[src/rtl/bus32_epc_master.sv]
// Single-outstanding initiator for the 32-bit EPC register bus: one response per command, at least 4 cycles after accept.
// Backpressure: cmd_ready_out is high only in IDLE; a silent responder is cut off by the ACCESS timeout.
module bus32_epc_master #(
  parameter int datawidth      = 32,
  parameter int addrwidth      = 8,
  parameter int timeout_cycles = 255
) (
  input  logic                     clock_in,
  input  logic                     reset_in,
  input  logic                     cmd_valid_in,
  output logic                     cmd_ready_out,
  input  logic                     cmd_write_in,
  input  logic [addrwidth-1:0]     cmd_addr_in,
  input  logic [datawidth-1:0]     cmd_data_in,
  input  logic [datawidth/8-1:0]   cmd_be_in,
  output logic                     rsp_valid_out,
  output logic [datawidth-1:0]     rsp_data_out,
  output logic                     rsp_timeout_out,
  output logic                     busy_out,
  output logic [addrwidth-1:0]     epc_addr_out,
  output logic [datawidth-1:0]     epc_data_out,
  input  logic [datawidth-1:0]     epc_data_in,
  output logic [datawidth/8-1:0]   epc_be_out,
  output logic                     epc_cs_n_out,
  output logic                     epc_wr_n_out,
  output logic                     epc_rd_n_out,
  input  logic                     epc_rdy_in
);

  localparam int BEW = datawidth / 8;
  localparam int CW  = (timeout_cycles > 0) ? $clog2(timeout_cycles + 1) : 1;
  localparam logic [CW-1:0] TLAST = CW'((timeout_cycles > 0) ? timeout_cycles - 1 : 0);

  typedef enum logic [2:0] {
    ST_IDLE,
    ST_SETUP,
    ST_ACCESS,
    ST_RECOVER,
    ST_RESP
  } state_t;

  state_t              r_state;
  state_t              w_next;
  logic                r_write;
  logic                r_timeout;
  logic [CW-1:0]       r_cnt;
  logic                r_cs_n;
  logic                r_wr_n;
  logic                r_rd_n;
  logic [addrwidth-1:0] r_addr;
  logic [datawidth-1:0] r_data;
  logic [BEW-1:0]      r_be;
  logic                r_rsp_valid;
  logic                r_rsp_timeout;
  logic [datawidth-1:0] r_rsp_data;
  logic                w_accept;
  logic                w_expire;

  assign w_accept = (r_state == ST_IDLE) && cmd_valid_in;
  assign w_expire = (timeout_cycles != 0) && (r_cnt == TLAST);

  always_comb begin
    w_next = r_state;
    case (r_state)
      ST_IDLE:    if (cmd_valid_in) w_next = ST_SETUP;
      ST_SETUP:   w_next = ST_ACCESS;
      ST_ACCESS:  if (epc_rdy_in || w_expire) w_next = ST_RECOVER;
      ST_RECOVER: w_next = ST_RESP;
      ST_RESP:    w_next = ST_IDLE;
      default:    w_next = ST_IDLE;
    endcase
  end

  always_ff @(posedge clock_in) begin
    if (reset_in) r_state <= ST_IDLE;
    else          r_state <= w_next;
  end

  // Strobes are decoded from the next state so they are registered yet line up with the FSM.
  always_ff @(posedge clock_in) begin
    if (reset_in) begin
      r_write       <= 1'b0;
      r_timeout     <= 1'b0;
      r_cnt         <= '0;
      r_cs_n        <= 1'b1;
      r_wr_n        <= 1'b1;
      r_rd_n        <= 1'b1;
      r_addr        <= '0;
      r_data        <= '0;
      r_be          <= '0;
      r_rsp_valid   <= 1'b0;
      r_rsp_timeout <= 1'b0;
      r_rsp_data    <= '0;
    end else begin
      r_cs_n        <= !((w_next == ST_SETUP) || (w_next == ST_ACCESS));
      r_wr_n        <= !((w_next == ST_ACCESS) && r_write);
      r_rd_n        <= !((w_next == ST_ACCESS) && !r_write);
      r_rsp_valid   <= (r_state == ST_RECOVER);
      r_rsp_timeout <= (r_state == ST_RECOVER) && r_timeout;

      if (w_accept) begin
        r_write <= cmd_write_in;
        r_addr  <= cmd_addr_in;
        r_data  <= cmd_data_in;
        r_be    <= cmd_be_in;
      end

      case (r_state)
        ST_SETUP: begin
          r_cnt     <= '0;
          r_timeout <= 1'b0;
        end
        ST_ACCESS: begin
          if (!epc_rdy_in && (r_cnt != '1)) r_cnt <= r_cnt + 1'b1;
          // rdy in the same cycle as expiry counts as a normal completion
          r_timeout <= !epc_rdy_in && w_expire;
        end
        ST_RECOVER: begin
          if (r_timeout)    r_rsp_data <= '1;
          else if (r_write) r_rsp_data <= '0;
          else              r_rsp_data <= epc_data_in;
        end
        default: ;
      endcase
    end
  end

  assign cmd_ready_out   = (r_state == ST_IDLE);
  assign busy_out        = (r_state != ST_IDLE);
  assign rsp_valid_out   = r_rsp_valid;
  assign rsp_timeout_out = r_rsp_timeout;
  assign rsp_data_out    = r_rsp_data;
  assign epc_addr_out    = r_addr;
  assign epc_data_out    = r_data;
  assign epc_be_out      = r_be;
  assign epc_cs_n_out    = r_cs_n;
  assign epc_wr_n_out    = r_wr_n;
  assign epc_rd_n_out    = r_rd_n;

endmodule
[config.mk]
export PLATFORM = sky130hd
export DESIGN_NAME = bus32_epc_master
export DESIGN_NICKNAME = d
export VERILOG_FILES = /design/src/rtl/bus32_epc_master.sv
export SDC_FILE = /design/constraint.sdc
export NUM_CORES = 1
export LEC_CHECK = 0
export CAP_MARGIN = 30
export CELL_PAD_IN_SITES_DETAIL_PLACEMENT = 1
export CELL_PAD_IN_SITES_GLOBAL_PLACEMENT = 1
export CORE_ASPECT_RATIO = 1.5
export CORE_MARGIN = 8
export CORE_UTILIZATION = 30
export CTS_BUF_LIST = sky130_fd_sc_hd__clkbuf_8
export CTS_CLUSTER_DIAMETER = 50
export CTS_CLUSTER_SIZE = 30
export DETAILED_ROUTE_END_ITERATION = 6
export PLACE_DENSITY = 0.83
export SYNTH_ARGS = -nofsm -noshare
export SYNTH_HDL_FRONTEND = slang
export SYNTH_SLANG_ARGS = --single-unit
[constraint.sdc]
create_clock -name clock_in -period 2 [get_ports clock_in]
set_input_delay 0.6 -clock clock_in [delete_from_list [all_inputs] [get_ports clock_in]]
set_output_delay 0.6 -clock clock_in [all_outputs]
set_load 0.1 [all_outputs]
=== After elaboration in Yosys (flattened, before gate mapping) ===
Index checks and enable logic that the tools add are counted.
Widths: inputs -> output; s select.

* Register bits after elaboration: 94
* Output and inout port bits: 83

* $add $sub $neg: 1
* Eq/ne operators: 8
* Multiplexer cells: 8
* Reductions and logical operators: 17

{| class="wikitable"
|+ Operators with widths
! operator !! count
|-
| $mux 32 || 2
|-
| $pmux 8 s2 || 1
|-
| $pmux 3 s4 || 1
|-
| $eq 3x2->1 const B || 3
|-
| $add 8x1->8 const B || 1
|-
| $eq 8x8->1 const B || 1
|-
| $mux 8 || 1
|-
| $ne 8x8->1 const B || 1
|-
| $eq 3x1->1 const B || 2
|-
| $logic_and 1x1->1 || 6
|-
| $mux 3 || 2
|-
| $logic_not 1->1 || 5
|-
| $logic_not 3->1 || 1
|-
| $reduce_bool 3->1 || 1
|-
| $logic_or 1x1->1 || 2
|-
| $ne 2x2->1 const B || 1
|-
| $pmux 1 s2 || 1
|-
| $reduce_and 2->1 || 1
|-
| $reduce_bool 2->1 || 1
|}

=== Longest topological paths before layout ===
Gate-level depths: netlist of the first run.

* Word-level depth: 7
* Mapped depth: 7
* Depth with buffers taken out: 5

=== Least setup slack after synthesis of the first run ===
Ideal clock, no wire load.

* Path kind: reg-to-output
* From: register r_state[0]
* To: output busy_out
* Arrival: 3.897 ns
* Data required time: 1.400 ns
* Path slack: -2.497 ns
* Stages on the path, launching flop included: 4
* Buffers on the path: 1
* Cell sequence: dfxtp_1 buf_4 nor3_1 inv_1

* Cells in the longest elaborated chain, start to end: 1

{| class="wikitable"
|+ RTL lines
! element !! RTL line !! source
|-
| start: declaration || 42 || <nowiki>state_t r_state;</nowiki>
|-
| start signal: assignment || 76 || <nowiki>else r_state <= w_next;</nowiki>
|-
| $reduce_bool 3->1 || 129 || <nowiki>assign busy_out = (r_state != ST_IDLE);</nowiki>
|-
| end: declaration || 19 || <nowiki>output logic busy_out,</nowiki>
|}

Every way passes these cells.

=== Worst setup path in the final report of the first run ===
* From: input epc_rdy_in
* To: register r_cnt[6]

* Cells in the longest elaborated chain, start to end: 4

{| class="wikitable"
|+ RTL lines
! element !! RTL line !! source
|-
| start: declaration || 27 || <nowiki>input logic epc_rdy_in</nowiki>
|-
| $logic_not 1->1 || 114 || <nowiki>if (!epc_rdy_in && (r_cnt != '1)) r_cnt <= r_cnt + 1'b1;</nowiki>
|-
| $logic_and 1x1->1 || 114 ||
|-
| $ne 2x2->1 (no line) || n/a ||
|-
| $reduce_and 2->1 (no line) || n/a ||
|-
| end signal: assignment || 114 ||
|-
| end: declaration || 46 || <nowiki>logic [CW-1:0] r_cnt;</nowiki>
|}

Every way passes these cells.
A chain may end at the register's enable or synchronous reset.

==> results of run 1 <==
[logic make-up (layout without fill, tap and decap cells)]
| group | Yosys count | in the layout | share of synthesized area, % |
|---|---|---|---|
| xor gates and xnor gates | 1 | 1 | 0.243 |
| adders and majority gates | 2 | 2 | 0.694 |
| and+or+nand+nor | 165 | 165 | 19.7 |
| buffers and inverters | 40 | 197 | 5.24 |
| DFF | 94 | 94 | 52.2 |
| muxes | 4 | 4 | 1.11 |
| AOI/OAI and AO/OA | 129 | 129 | 20.8 |
[synthesized netlist by cell type, types with 3 or more instances]
cell | n | area share, %
nand2_1 | 98 | 10
dfxtp_1 | 94 | 52
a21oi_1 | 84 | 12
nor2_1 | 33 | 3.4
a211oi_1 | 32 | 6.7
clkbuf_1 | 21 | 2.2
buf_2 | 7 | 0.97
buf_4 | 6 | 1.2
or3_1 | 5 | 0.87
and2_1 | 4 | 0.69
inv_1 | 4 | 0.42
mux2i_1 | 4 | 1.1
nand3_1 | 4 | 0.56
nand4_1 | 4 | 0.69
o21ai_0 | 4 | 0.56
nand2b_1 | 3 | 0.52
nor3_1 | 3 | 0.42
[flip-flops by register name, indices dropped and copies added (netlist names)]
name / count
rsp_valid_out: 1
epc_addr_out: 8
r_timeout: 1
epc_be_out: 4
rsp_data_out: 32
epc_data_out: 32
epc_wr_n_out: 1
r_cnt: 8
r_write: 1
r_state: 3
rsp_timeout_out: 1
epc_rd_n_out: 1
epc_cs_n_out: 1
[cell type report]
| type | count | area [sq um] |
|---|---|---|
| Timing Repair Buffer | 176 | 2590 |
| Clock buffer | 10 | 138 |
| Tap cell | 153 | 191 |
| Multi-Input combinational cell | 301 | 1550 |
| Clock inverter | 6 | 70.1 |
| Inverter | 5 | 18.8 |
| Sequential cell | 94 | 1890 |
| Fill cell | 1285 | 5390 |
[power by group through the flow]
stage                     combinational (mW)  clock (mW)  sequential, mW
after floorplan                        0.444           0            2.93
after global placement                  2.05           0            2.17
after detailed placement                2.09           0            2.18
after CTS                               2.10        1.37            2.14
after global routing                    2.17        1.45            2.15
final                                   2.08        1.32            2.14
[final timing paths]
kind | startpoint | endpoint | slack (ns) | depth (start not counted)
worst max-delay path | epc_rdy_in | r_cnt[6] | 0.05 | 5
worst max register to register | r_cnt[0] | r_cnt[6] | 0.32 | 5
worst min register to register | r_write | r_write | 0.48 | 2
worst min-delay path | r_write | r_write | 0.48 | 2
[worst min-delay path, cell delays in order, from the launching register on]
cell and delay, ns:
dfxtp_1 0.33, nand2_1 0.06, a21oi_1 0.05
[per-layer routing]
metal	wire (microns)	GRT usage (%)	vias up
li1	-	-	1789
met1	4990	16.8	1775
met2	6990	30.9	118
met3	847	5.48	17
met4	296	5.95	0
met5	0	0	-
[placed cells by master, fill, tap and decap left out, types with 3 or more instances in the layout]
cell type,instances
mux2i_1,4
clkbuf_8,10
dfxtp_1,91
o21ai_0,3
buf_4,10
or3_1,5
and2_1,4
nand4_1,4
nor2_1,33
nand2_1,98
buf_12,86
nand2b_1,3
a211oi_1,32
a21oi_1,84
nand3_1,4
clkinv_4,3
inv_1,3
clkdlybuf4s50_1,79
[what timing repair did]
item | CTS | global route
endpoints found under the setup margin | 1 | 4
pin swaps | 1 | 1
gates resized for setup | 2 | 4
setup buffers | 1 | 0
==> run summary, run 1 <==
Hold WC Path Type -> reg2reg
drt first pass iters -> 4
total length of routed wires -> 13100 microns
total power -> 5.54 mW
Num CTS Buffers -> 9
H-tree depth -> 3
relative slew slack -> 70.5%
number of flops mapped to enable cells by yosys -> 0
Place WS -> -0.317 ns
largest net degree at the start of global routing -> 68
Worst-path clk slew -> 0.09 ns
total grt overflow -> 0
Setup Total Neg Slack -> 0 ns
vias per cell -> 4.97
CTS Hold Bufs -> 0
cell count after synthesis -> 435
Combinational Power Share -> 37.5%
Final setup viols -> 0
Sw Ratio -> 38.7%
CTS max path bufs -> 2
RSZ-0062 raised after global routing -> false
DRC -> 0
Tot GR Track Use -> 16.6%
Unique masters post-synth -> 38
CTS tree -> built
wire per inst -> 17.6 microns
Synth Warn # -> 0
Worst path top cell family by delay -> simple AND/OR/NAND/NOR gates
worst-margin pin slew -> 0.436 ns
Syn-to-layout area delta -> 78.9%
PwrDens -> 859 nW/um^2
number of cell rows -> 49
DRT iter0 DRCs -> 55
Max Slew Vio Count -> 0
largest vdd supply drop -> 0.646 mV
CP peak stage delay -> 0.45 ns
Starting Density -> 30.5%
Routed Antenna Nets -> 0
CP Cell Sequence -> clkdlybuf4s50_1, or3b_1, a2bb2oi_1, or4_1, a21boi_1
leak pwr -> 2.38 nW
nets@finish -> 670
Min Hold Slack -> 0.478 ns
Worst Path Buf+Inv -> 1
main flop type after synthesis -> dfxtp_1
Die X -> 105 microns
worst-skew pair later-pin latency -> 0.37 ns
full die area -> 15800 sq um
DP Wirelength -> 10200 microns
Synth Register Bits -> 94
Worst EP arrival -> 2.24 ns
vias in the first global route -> 4002
Clock power frac -> 23.9%
number of clock sinks -> 94
final hold vios -> 0
root buffer cell -> clkbuf_8
Crit Path Class -> in2reg
share of cells above drive strength 1 -> 20.3%
IO Count -> 164
syn nets -> 518
status -> completed
Internal Power -> 3.40 mW
Layout Skew -> 0.0141 ns
final core utilization -> 54.5%
initial antenna violation count -> 0
slowest cell on the critical path -> clkdlybuf4s50_1
cell area after placement -> 6230 sq um
Max Freq -> 514 MHz
register area share after synthesis -> 52.2%
Die Height -> 150 microns
net switching power -> 2.14 mW
critical path data required time -> 2.29 ns
fin area -> 6450 sq um
first-pass GRT wire length -> 21100 microns
routability-driven placement congestion ratio -> 0.845
Worst Path Max Fanout -> 4
sequential power share -> 38.6%
Post-synth ARST share -> 0%
max-cap violation count -> 0
routed vias -> 3699
Placeable Area -> 11800 sq um
Non-Filler Instances -> 745
final worst-path cycle share -> 97.3%
Worst setup EP type -> flip-flop
Port Buffers -> 163
Worst Setup Start Kind -> primary input
placed insts -> 728
ANT cells -> 0
mean post-synth cell area -> 8.28 sq um
post-layout min period -> 1.95 ns
Post-Syn Area -> 3600 sq um
final worst slack -> 0.0543 ns
(Power assumes the default switching activity.)
==> run 2: changes to the inputs <==
Settings changed: CTS_CLUSTER_SIZE 30 to 24.
Clock period 2 ns to 2.2 ns, I/O delays scaled along.
==> run 2 against run 1 <==
Against the previous run:
- via count is 3.1% lower
- sequential share of layout area is 5.5 points higher
- utilization is 8.8 points lower
- worst setup slack better by 0.055 ns
- non-clock buffer count is 2 higher
- global-route usage is 1.3 points lower
- critical path depth is 2 lower
- routed wire length is 5.9% lower
- largest cell class is now registers
==> run summary, run 2 (synthesized netlist as in run 1, its figures left out) <==
status -> completed
nets@finish -> 672 (+0.30%)
Layout Skew -> 0.0163 ns (+0.00222 ns)
leak pwr -> 2.13 nW (-10%)
routed vias -> 3585 (-3.1%)
Syn-to-layout area delta -> 50.1%
Placeable Area -> 11800 sq um (unchanged)
total power -> 4.68 mW (-16%)
Max Slew Vio Count -> 0 (unchanged)
DP Wirelength -> 9360 microns (-7.9%)
Max Freq -> 478 MHz
leading cell type in the layout, fill and taps excluded -> nand2_1
DRT iter0 DRCs -> 116 (+110%)
routability-driven placement congestion ratio -> 0.822 (-2.7%)
full die area -> 15800 sq um (unchanged)
CTS resizes -> 0 (-2)
max-cap violation count -> 0 (unchanged)
CTS tree -> built
H-tree depth -> 3 (unchanged)
largest net degree at the start of global routing -> 68 (unchanged)
Port Buffers -> 163 (unchanged)
final worst-path cycle share -> 95.0%
wire per inst -> 16.5 microns (-6.2%)
Hold WC Path Type -> reg2reg
relative slew slack -> 66.7% (-3.9 points)
placed insts -> 729 (+0.14%)
root buffer cell -> clkbuf_8
Non-Filler Instances -> 747 (+0.27%)
critical path data required time -> 1.54 ns (-0.75 ns)
fill count -> 1425 (+11%)
ANT cells -> 0 (unchanged)
Routed Antenna Nets -> 0 (unchanged)
Starting Density -> 30.5% (unchanged)
post-layout min period -> 2.09 ns
share of cells above drive strength 1 -> 19.7% (-0.57 points)
Worst Setup Start Kind -> flip-flop
total grt overflow -> 0 (unchanged)
worst-margin pin slew -> 0.495 ns (+0.0584 ns)
grt met1 use -> 15.4% (-1.4 points)
global routing usage on met2 -> 27.4% (-3.4 points)
Crit Path Class -> reg2out
Num CTS Buffers -> 9 (unchanged)
drt first pass iters -> 4 (unchanged)
CTS Hold Bufs -> 0 (unchanged)
global routing's busiest layer -> met2
IO Count -> 164 (unchanged)
cell area after placement -> 5190 sq um (-17%)
Die Height -> 150 microns (unchanged)
Worst-path clk slew -> 0.09 ns (about the same)
RSZ-0062 raised after global routing -> false
PwrDens -> 865 nW/um^2 (+0.64%)
commonest cells after routing, fill and taps aside -> nand2_1, buf_4, dfxtp_1, a21oi_1, clkdlybuf4s50_1
final core utilization -> 45.7% (-8.8 points)
total length of routed wires -> 12300 microns (-5.9%)
DRC -> 0 (unchanged)
vias in the first global route -> 3910 (-2.3%)
worst-skew pair later-pin latency -> 0.36 ns (about the same)
met3 usage -> 6.04% (+0.56 points)
CTS max path bufs -> 2 (unchanged)
Final setup viols -> 0 (unchanged)
first-pass GRT wire length -> 19700 microns (-7.0%)
initial antenna violation count -> 0 (unchanged)
Worst EP arrival -> 1.43 ns (-0.81 ns)
largest vdd supply drop -> 0.568 mV (-12%)
Worst setup EP type -> output port
Worst Path Max Fanout -> 10 (+6)
number of clock sinks -> 94 (unchanged)
Tot GR Track Use -> 15.3% (-1.3 points)
Setup Fix Bufs, Post-CTS -> 0 (-1)
final hold vios -> 0 (unchanged)
vias per cell -> 4.80 (-3.3%)
number of cell rows -> 49 (unchanged)
fin area -> 5410 sq um (-16%)
Die X -> 105 microns (unchanged)
==> run 2: cell count changes in the layout (fill, tap and decap cells not counted), moves of 2 or more <==
cell      previous run  this run
inv_1                3         5
dfxtp_2              2         0
dfxtp_1             91        94
buf_12              86         3
buf_4               10        95
clkinv_4             3         1
==> run 2: metal layers <==
metal	wire, microns	vias to the layer above
li1	-	1793
met1	4790	1659
met2	6340	116
met3	929	17
met4	282	0
met5	0	-
==> run 2: through the flow <==
step                worst slack, ns  TNS, ns  hold WS (ns)
finish                        0.109        0         0.462
global route                 0.0268        0         0.481
CTS                          0.0490        0         0.464
detailed placement           -0.150   -0.713         0.451
global placement             -0.108   -0.126         0.442
floorplan                    -0.436   -0.436         0.440
==> run 2: worst max-delay path: stages (launching register included) <==
cell and delay, ns:
dfxtp_1 0.44, nor3_4 0.31, buf_4 0.17, buf_12 0.16
==> run 2: final timing paths <==
path	startpoint	to	slack (ns)	cells after the start
worst min register to register	epc_data_out[11]	epc_data_out[11]	0.46	2
worst max-delay path	r_state[0]	cmd_ready_out	0.11	3
worst min-delay path	epc_data_out[11]	epc_data_out[11]	0.46	2
worst max register to register	r_state[2]	r_cnt[5]	0.42	5
==> run 2: report_power, final <==
| part | leakage [nW] | switching [mW] | total (mW) | internal [mW] |
|---|---|---|---|---|
| clock | 0.108 | 0.618 | 1.17 | 0.556 |
| sequential | 0.766 | 0.0717 | 1.89 | 1.81 |
| combinational | 1.26 | 1.18 | 1.62 | 0.440 |
| total | 2.13 | 1.87 | 4.68 | 2.81 |
==> run 2: final cells by class <==
type	count	area, sq um	share of cell area [%]
well taps	153	191	3.54
flip-flops and latches	94	1880	34.8
clock inverters	6	61.3	1.13
repair buffers	178	1570	29.0
clock buffers	10	138	2.54
inverters	5	18.8	0.347
multi-input cells	301	1550	28.6
